==> config.mk <==
export PLATFORM = sky130hd
export DESIGN_NAME = div_seq_ctrl
export DESIGN_NICKNAME = d
export VERILOG_FILES = /design/src/rtl/alu_pkg.sv /design/src/rtl/div_seq_ctrl_sub.sv /design/src/rtl/div_seq_ctrl.sv
export SDC_FILE = /design/constraint.sdc
export NUM_CORES = 1
export LEC_CHECK = 0
export CORE_ASPECT_RATIO = 0.6
export CORE_UTILIZATION = 41
export DETAILED_ROUTE_END_ITERATION = 10
export GPL_TIMING_DRIVEN = 0
export HOLD_SLACK_MARGIN = 0.12
export PLACE_DENSITY_LB_ADDON = 0.2
export RECOVER_POWER = 100
export SKIP_LAST_GASP = 1
export SYNTH_ARGS = -nofsm -noshare
export SYNTH_HDL_FRONTEND = slang
export SYNTH_HIERARCHICAL = 1
export SYNTH_SLANG_ARGS = --single-unit
==> constraint.sdc <==
create_clock -name clk -period 6.46 [get_ports clk]
set_input_delay 0.969 -clock clk [delete_from_list [all_inputs] [get_ports clk]]
set_output_delay 0.969 -clock clk [all_outputs]
set_load 0.01 [all_outputs]
==> src/rtl/alu_pkg.sv <==
// Shared types and constants for the execute-stage arithmetic blocks.
package alu_pkg;

  localparam int XLEN = 32;

  // Architectural results for the two RV32M divide corner cases.
  localparam logic [XLEN-1:0] DIV0_Q  = 32'hFFFF_FFFF;
  localparam logic [XLEN-1:0] INT_MIN = 32'h8000_0000;

  // Encoding matches the two op bits delivered by the decoder.
  typedef enum logic [1:0] {
    DIV  = 2'b00,
    DIVU = 2'b01,
    REM  = 2'b10,
    REMU = 2'b11
  } div_op_e;

  typedef enum logic [1:0] {
    IDLE = 2'b00,
    CALC = 2'b01,
    FIX  = 2'b10,
    DONE = 2'b11
  } div_state_e;

endpackage

==> src/rtl/div_seq_ctrl_sub.sv <==
// 32-bit subtractor stage: o_diff = i_a - i_b, o_c_out = 1 when no borrow.
module div_seq_ctrl_sub
  import alu_pkg::*;
(
  input  logic [XLEN-1:0] i_a,
  input  logic [XLEN-1:0] i_b,
  output logic [XLEN-1:0] o_diff,
  output logic            o_c_out
);

  logic w_borrow;

  // Zero-extend by one bit so the top bit of the difference is the borrow.
  assign {w_borrow, o_diff} = {1'b0, i_a} - {1'b0, i_b};
  assign o_c_out            = ~w_borrow;

endmodule

==> src/rtl/div_seq_ctrl.sv <==
// Sequencer for RV32M DIV/DIVU/REM/REMU: 32 restoring iterations on one
// shared subtractor, sign fix-up, then a valid/ready result handshake.
module div_seq_ctrl #(
  parameter int XLEN  = 32,  // only 32 is supported by the subtractor stage
  parameter int CNT_W = 6
) (
  input  logic            clk,
  input  logic            rst,
  input  logic            start,
  input  logic [1:0]      op,
  input  logic [XLEN-1:0] a,
  input  logic [XLEN-1:0] b,
  output logic            busy,
  output logic            valid,
  input  logic            ready,
  output logic [XLEN-1:0] result
);

  import alu_pkg::*;

  div_state_e       r_state, w_state_nxt;
  div_op_e          r_op, w_op_nxt;
  logic             r_neg_q, w_neg_q_nxt;
  logic             r_neg_r, w_neg_r_nxt;
  logic [XLEN-1:0]  r_q, w_q_nxt;
  logic [XLEN-1:0]  r_r, w_r_nxt;
  logic [XLEN-1:0]  r_bmag, w_bmag_nxt;
  logic [CNT_W-1:0] r_cnt, w_cnt_nxt;
  logic [XLEN-1:0]  r_result, w_result_nxt;

  div_op_e          w_op_in;
  logic             w_in_signed;
  logic [XLEN-1:0]  w_a_mag;
  logic [XLEN-1:0]  w_b_mag;
  logic             w_msb;
  logic [XLEN-1:0]  w_rs;
  logic [XLEN-1:0]  w_diff;
  logic             w_co;
  logic [CNT_W-1:0] w_cnt_inc;
  logic             w_rem;

  // Operand conditioning at acceptance: signed ops work on magnitudes.
  assign w_op_in     = div_op_e'(op);
  assign w_in_signed = (w_op_in == DIV) || (w_op_in == REM);
  assign w_a_mag     = (w_in_signed && a[XLEN-1]) ? -a : a;
  assign w_b_mag     = (w_in_signed && b[XLEN-1]) ? -b : b;

  // Partial remainder shifted left with the next dividend bit; the bit
  // shifted out of R means the trial subtraction always succeeds.
  assign w_msb     = r_r[XLEN-1];
  assign w_rs      = {r_r[XLEN-2:0], r_q[XLEN-1]};
  assign w_cnt_inc = r_cnt + 1'b1;
  assign w_rem     = r_op inside {REM, REMU};

  div_seq_ctrl_sub u_sub (
    .i_a     (w_rs),
    .i_b     (r_bmag),
    .o_diff  (w_diff),
    .o_c_out (w_co)
  );

  // Next-state and datapath update for every state.
  always_comb begin
    // NOTE: every output of this block gets a default first, so no path
    // leaves a signal unassigned and no latch is inferred.
    w_state_nxt  = r_state;
    w_op_nxt     = r_op;
    w_neg_q_nxt  = r_neg_q;
    w_neg_r_nxt  = r_neg_r;
    w_q_nxt      = r_q;
    w_r_nxt      = r_r;
    w_bmag_nxt   = r_bmag;
    w_cnt_nxt    = r_cnt;
    w_result_nxt = r_result;

    case (r_state)
      IDLE: begin
        if (start) begin
          w_op_nxt    = w_op_in;
          w_neg_q_nxt = w_in_signed && (a[XLEN-1] ^ b[XLEN-1]);
          w_neg_r_nxt = w_in_signed && a[XLEN-1];
          w_q_nxt     = w_a_mag;
          w_r_nxt     = '0;
          w_bmag_nxt  = w_b_mag;
          w_cnt_nxt   = '0;
          if (b == '0) begin
            w_result_nxt = op[1] ? a : DIV0_Q;
            w_state_nxt  = DONE;
          end else if (w_in_signed && (a == INT_MIN) && (b == '1)) begin
            w_result_nxt = op[1] ? '0 : INT_MIN;
            w_state_nxt  = DONE;
          end else begin
            w_state_nxt = CALC;
          end
        end
      end

      CALC: begin
        if (w_msb || w_co) begin
          w_r_nxt = w_diff;
          w_q_nxt = {r_q[XLEN-2:0], 1'b1};
        end else begin
          w_r_nxt = w_rs;
          w_q_nxt = {r_q[XLEN-2:0], 1'b0};
        end
        w_cnt_nxt = w_cnt_inc;
        if (w_cnt_inc == CNT_W'(XLEN)) begin
          w_state_nxt = FIX;
        end
      end

      FIX: begin
        if (w_rem) begin
          w_result_nxt = r_neg_r ? -r_r : r_r;
        end else begin
          w_result_nxt = r_neg_q ? -r_q : r_q;
        end
        w_state_nxt = DONE;
      end

      DONE: begin
        if (ready) begin
          w_state_nxt = IDLE;
        end
      end

      default: w_state_nxt = IDLE;
    endcase
  end

  // State register with synchronous reset that aborts any operation.
  always_ff @(posedge clk) begin
    // NOTE: registers are written with <= so every flop samples the
    // pre-edge values regardless of block ordering.
    if (rst) begin
      r_state <= IDLE;
    end else begin
      r_state <= w_state_nxt;
    end
  end

  // Datapath registers: operands, flags, Q/R, counter and result.
  always_ff @(posedge clk) begin
    if (rst) begin
      r_op     <= DIV;
      r_neg_q  <= 1'b0;
      r_neg_r  <= 1'b0;
      r_q      <= '0;
      r_r      <= '0;
      r_bmag   <= '0;
      r_cnt    <= '0;
      r_result <= '0;
    end else begin
      r_op     <= w_op_nxt;
      r_neg_q  <= w_neg_q_nxt;
      r_neg_r  <= w_neg_r_nxt;
      r_q      <= w_q_nxt;
      r_r      <= w_r_nxt;
      r_bmag   <= w_bmag_nxt;
      r_cnt    <= w_cnt_nxt;
      r_result <= w_result_nxt;
    end
  end

  assign busy   = (r_state != IDLE);
  assign valid  = (r_state == DONE);
  assign result = r_result;

endmodule

==> flow_summary.toml <==
[floorplan]
dieArea_sq_um = 27100
rows = 45
core_area_sq_um = 25600
die_w_um = 212
die_y_um = 128
io_pins = 104
start_util = 0.423

[critical_path]
worstPathRequired_ns = 6.80
r2r_setup_slack_ns = 1.34
path_cells = "dlygate4sd3_1 > inv_1 > ha_1 > or4b_1 > or3_1 > nor4_1 > a31o_1 > a21boi_2 > nor2b_1 > clkbuf_1 > buf_6 > a22o_1"
crit_type = "primary input to register"
worst_path_largest_cell_delay_ns = 1.47
worstPathMaxFanout = 10
cp_slowest_cell = "nor4_1"
worst_setup_path_end_kind = "register"
cp-start-kind = "primary input"
cp.arrival_ns = 5.80

[grt]
grt_antenna_before_repair = 1
grt_pass1_wl_um = 61700
first_global_vias = 10600
grt_max_degree = 17
gr-total-overflow = 0
track_usage = 0.300

[pwr]
p_int_mw = 2.02
power.switching_mw = 1.27
p_per_area_nw_per_um2 = 257
swShare = 0.386
peakVddDrop_v = 0.000147
p_leak_nw = 4.86
seqPwrFrac = 0.319
power.share.clock = 0.318
power_frac_comb = 0.363

[run_status]
status = "finished, violations left"
violations = "capacitance limit, slew limit"

[sta]
tns_ns = 0
rsz0062_at_grt = "no"
slew_headroom = -0.201
slew_violations = 7
worst_pin_slew_ns = 1.78
fin_crit_ns = 5.46
fin_skew_ns = 0.00734
finalHoldViolations = 0
post-route-period-util = 0.845
setup_viol = 0
layout_setup_ws_ns = 1.00
fmax_mhz = 183

[logic_synthesis]
synth_cells = 1470
syn_area_per_cell_sq_um = 7.37
async_reset_ff_frac = 0
yosysWarnings = 6
ys_ff_latch = 139
synth.distinct_cells = 87
syn_area_sq_um = 10800
synth_edf_count = 0
yosysSeqAreaShare = 0.257
synth_nets = 1583
synthFlopType = "dfxtp_1"

[drt]
vias = 11600
drtIter0Drc = 1409
post_drt_wl_per_cell_um = 20.5
post-route-drc-count = 0
firstDrtPassIters = 5
viasPerCell = 5.94
postRouteAntennaNets = 0
wirelength_um = 40000

[placement]
gp_congestion = 0.948
post-place-ws_ns = 1.85
place_hpwl_um = 31500
port_buffers = 102
dp.cells = 1924

[clock_tree]
cts_root_buf = "clkbuf_16"
clk_latency_ns = 0.45
cts_sinks = 139
cts_buffer_depth = 2
clk_pin_slew_ns = 0.06
htree_levels = 4
cts_setup_buffers = 0
postCtsHoldBufs = 0
cts_tree = "built"
numCtsBuffers = 17
ctsResizeCount = 0

[cells_and_area]
post-route-util = 0.502
stdcell_count = 1958
drive_gt1_frac = 0.0511
nets = 1705
area_growth_pct = 18.7
final.fill_count = 2571

[run]
cap_violations = 1

[hold_path]
min_path_type = "register to register"
## cell usage in the layout (no fill, tap or decap), types with 5 or more instances in the layout
cell type / instances
a2111oi_0: 5
a211oi_1: 36
a21o_1: 16
a21oi_1: 169
a22o_1: 14
a311oi_1: 5
a31oi_1: 13
and3_1: 6
buf_1: 5
buf_2: 8
clkbuf_1: 85
clkbuf_16: 17
clkbuf_8: 8
clkdlybuf4s50_1: 63
dfxtp_1: 139
dlygate4sd3_1: 39
ha_1: 42
inv_1: 69
mux2i_1: 10
nand2_1: 180
nand2b_1: 13
nand3_1: 18
nand4_1: 10
nor2_1: 140
nor2b_1: 19
nor3_1: 32
nor4_1: 10
o211ai_1: 12
o21a_1: 13
o21ai_0: 70
o21ai_1: 5
o22ai_1: 12
o31ai_1: 29
o41ai_1: 15
or2_2: 11
or3_1: 23
or4_1: 20
xnor2_1: 71
xor2_1: 68
## Yosys cell counts, types with 4 or more instances
cell type    n  area, sq um
nand2_1    180          676
a21oi_1    169          846
nor2_1     140          526
dfxtp_1    139         2780
clkbuf_1    75          282
xnor2_1     71          622
inv_1       69          259
xor2_1      68          596
o21ai_0     67          335
ha_1        42          526
a211oi_1    36          270
nor3_1      32          160
o31ai_1     29          218
or3_1       22          138
or4_1       20          150
nor2b_1     19          119
nand3_1     18         90.1
a21o_1      16          120
a22o_1      14          123
o41ai_1     14          123
a31oi_1     13         81.3
nand2b_1    13         81.3
o21a_1      13         97.6
o211ai_1    12         90.1
o22ai_1     11         68.8
or2_2       11         68.8
buf_1       10         37.5
mux2i_1     10          100
nand4_1     10         62.6
buf_2        9         45.0
nor4_1       9         56.3
o21ai_1      8         40.0
and3_1       6         37.5
a2111oi_0    5         43.8
a311oi_1     5         43.8
a221oi_1     4         35.0
a22oi_1      4         30.0
buf_6        4         45.0
nand4b_1     4         35.0
o31ai_2      4         50.1
## flip-flops by register name, indices dropped and copies added (netlist names)
name,count
r_q,32
r_cnt,6
r_op,1
r_bmag,32
r_neg_r,1
r_neg_q,1
r_state,2
result,32
r_r,32
## worst paths after layout
path	start	end	cells after the start
worst min-delay path	r_bmag[25]$_SDFFE_PP0P_	r_bmag[25]$_SDFFE_PP0P_	2
worst max register to register	r_q[31]$_SDFFE_PP0P_	r_r[14]$_SDFFE_PP0P_	18
worst max-delay path	a[0]	result[27]$_SDFFE_PP0P_	12
worst min register to register	r_bmag[25]$_SDFFE_PP0P_	r_bmag[25]$_SDFFE_PP0P_	2
## critical path: cells and delay by family
| family | cells | cell delay (ns) |
|---|---|---|
| compound gates | 3 | 0.74 |
| simple gates | 4 | 2.67 |
| buf+inv | 4 | 1.23 |
| fa+ha+maj | 1 | 0.18 |
## area by class of cell
type	count	area (sq um)	share of cell area
Multi-Input combinational cell	1163	7320	0.569
Sequential cell	139	2780	0.216
Timing Repair Buffer	103	1020	0.0797
Clock buffer	27	543	0.0422
Tap cell	352	440	0.0342
Buffer	99	408	0.0317
Inverter	69	259	0.0201
Clock inverter	5	77.6	0.00603
Antenna cell	1	2.50	0.000195
## per-layer routing
metal / vias up / GRT usage / wire length, um / part of all wire
li1: 5507 / - / - / -
met1: 5469 / 0.480 / 20500 / 0.51
met2: 592 / 0.376 / 14400 / 0.36
met3: 52 / 0.0742 / 4430 / 0.11
met4: 2 / 0.0801 / 658 / 0.016
met5: - / 0.0127 / 45 / 0.0011
## logic make-up (layout without fill, tap and decap cells)
kind of cell               Yosys count  after routing  synth area share
DFF                                139            139             0.257
xor gates and xnor gates           139            139             0.112
and+or+nand+nor                    507            507             0.225
other                                0              1                 0
AOI/OAI and AO/OA                  463            463             0.283
buffers and inverters              168            303            0.0623
muxes                               11             11            0.0103
adders and majority gates           43             43            0.0503
## per-stage QoR
step / cell area [sq um] / power (mW) / hold WS (ns)
after global placement: 12300 / 2.21 / 0.443
after floorplan: 10800 / 1.83 / 0.432
after CTS: 12900 / 3.27 / 0.464
after global routing: 12900 / 3.45 / 0.483
final: 12900 / 3.30 / 0.463
after detailed placement: 12300 / 2.23 / 0.448
## power groups by stage
stage	clock network (mW)	logic (mW)	registers (mW)
6_report	1.05	1.20	1.05
5_1_grt	1.09	1.30	1.06
4_1_cts	1.05	1.17	1.05
3_5_place_dp	0	1.16	1.07
3_3_place_gp	0	1.15	1.06
2_1_floorplan	0	0.800	1.03
Note: power is estimated with default switching activity, not from simulation.
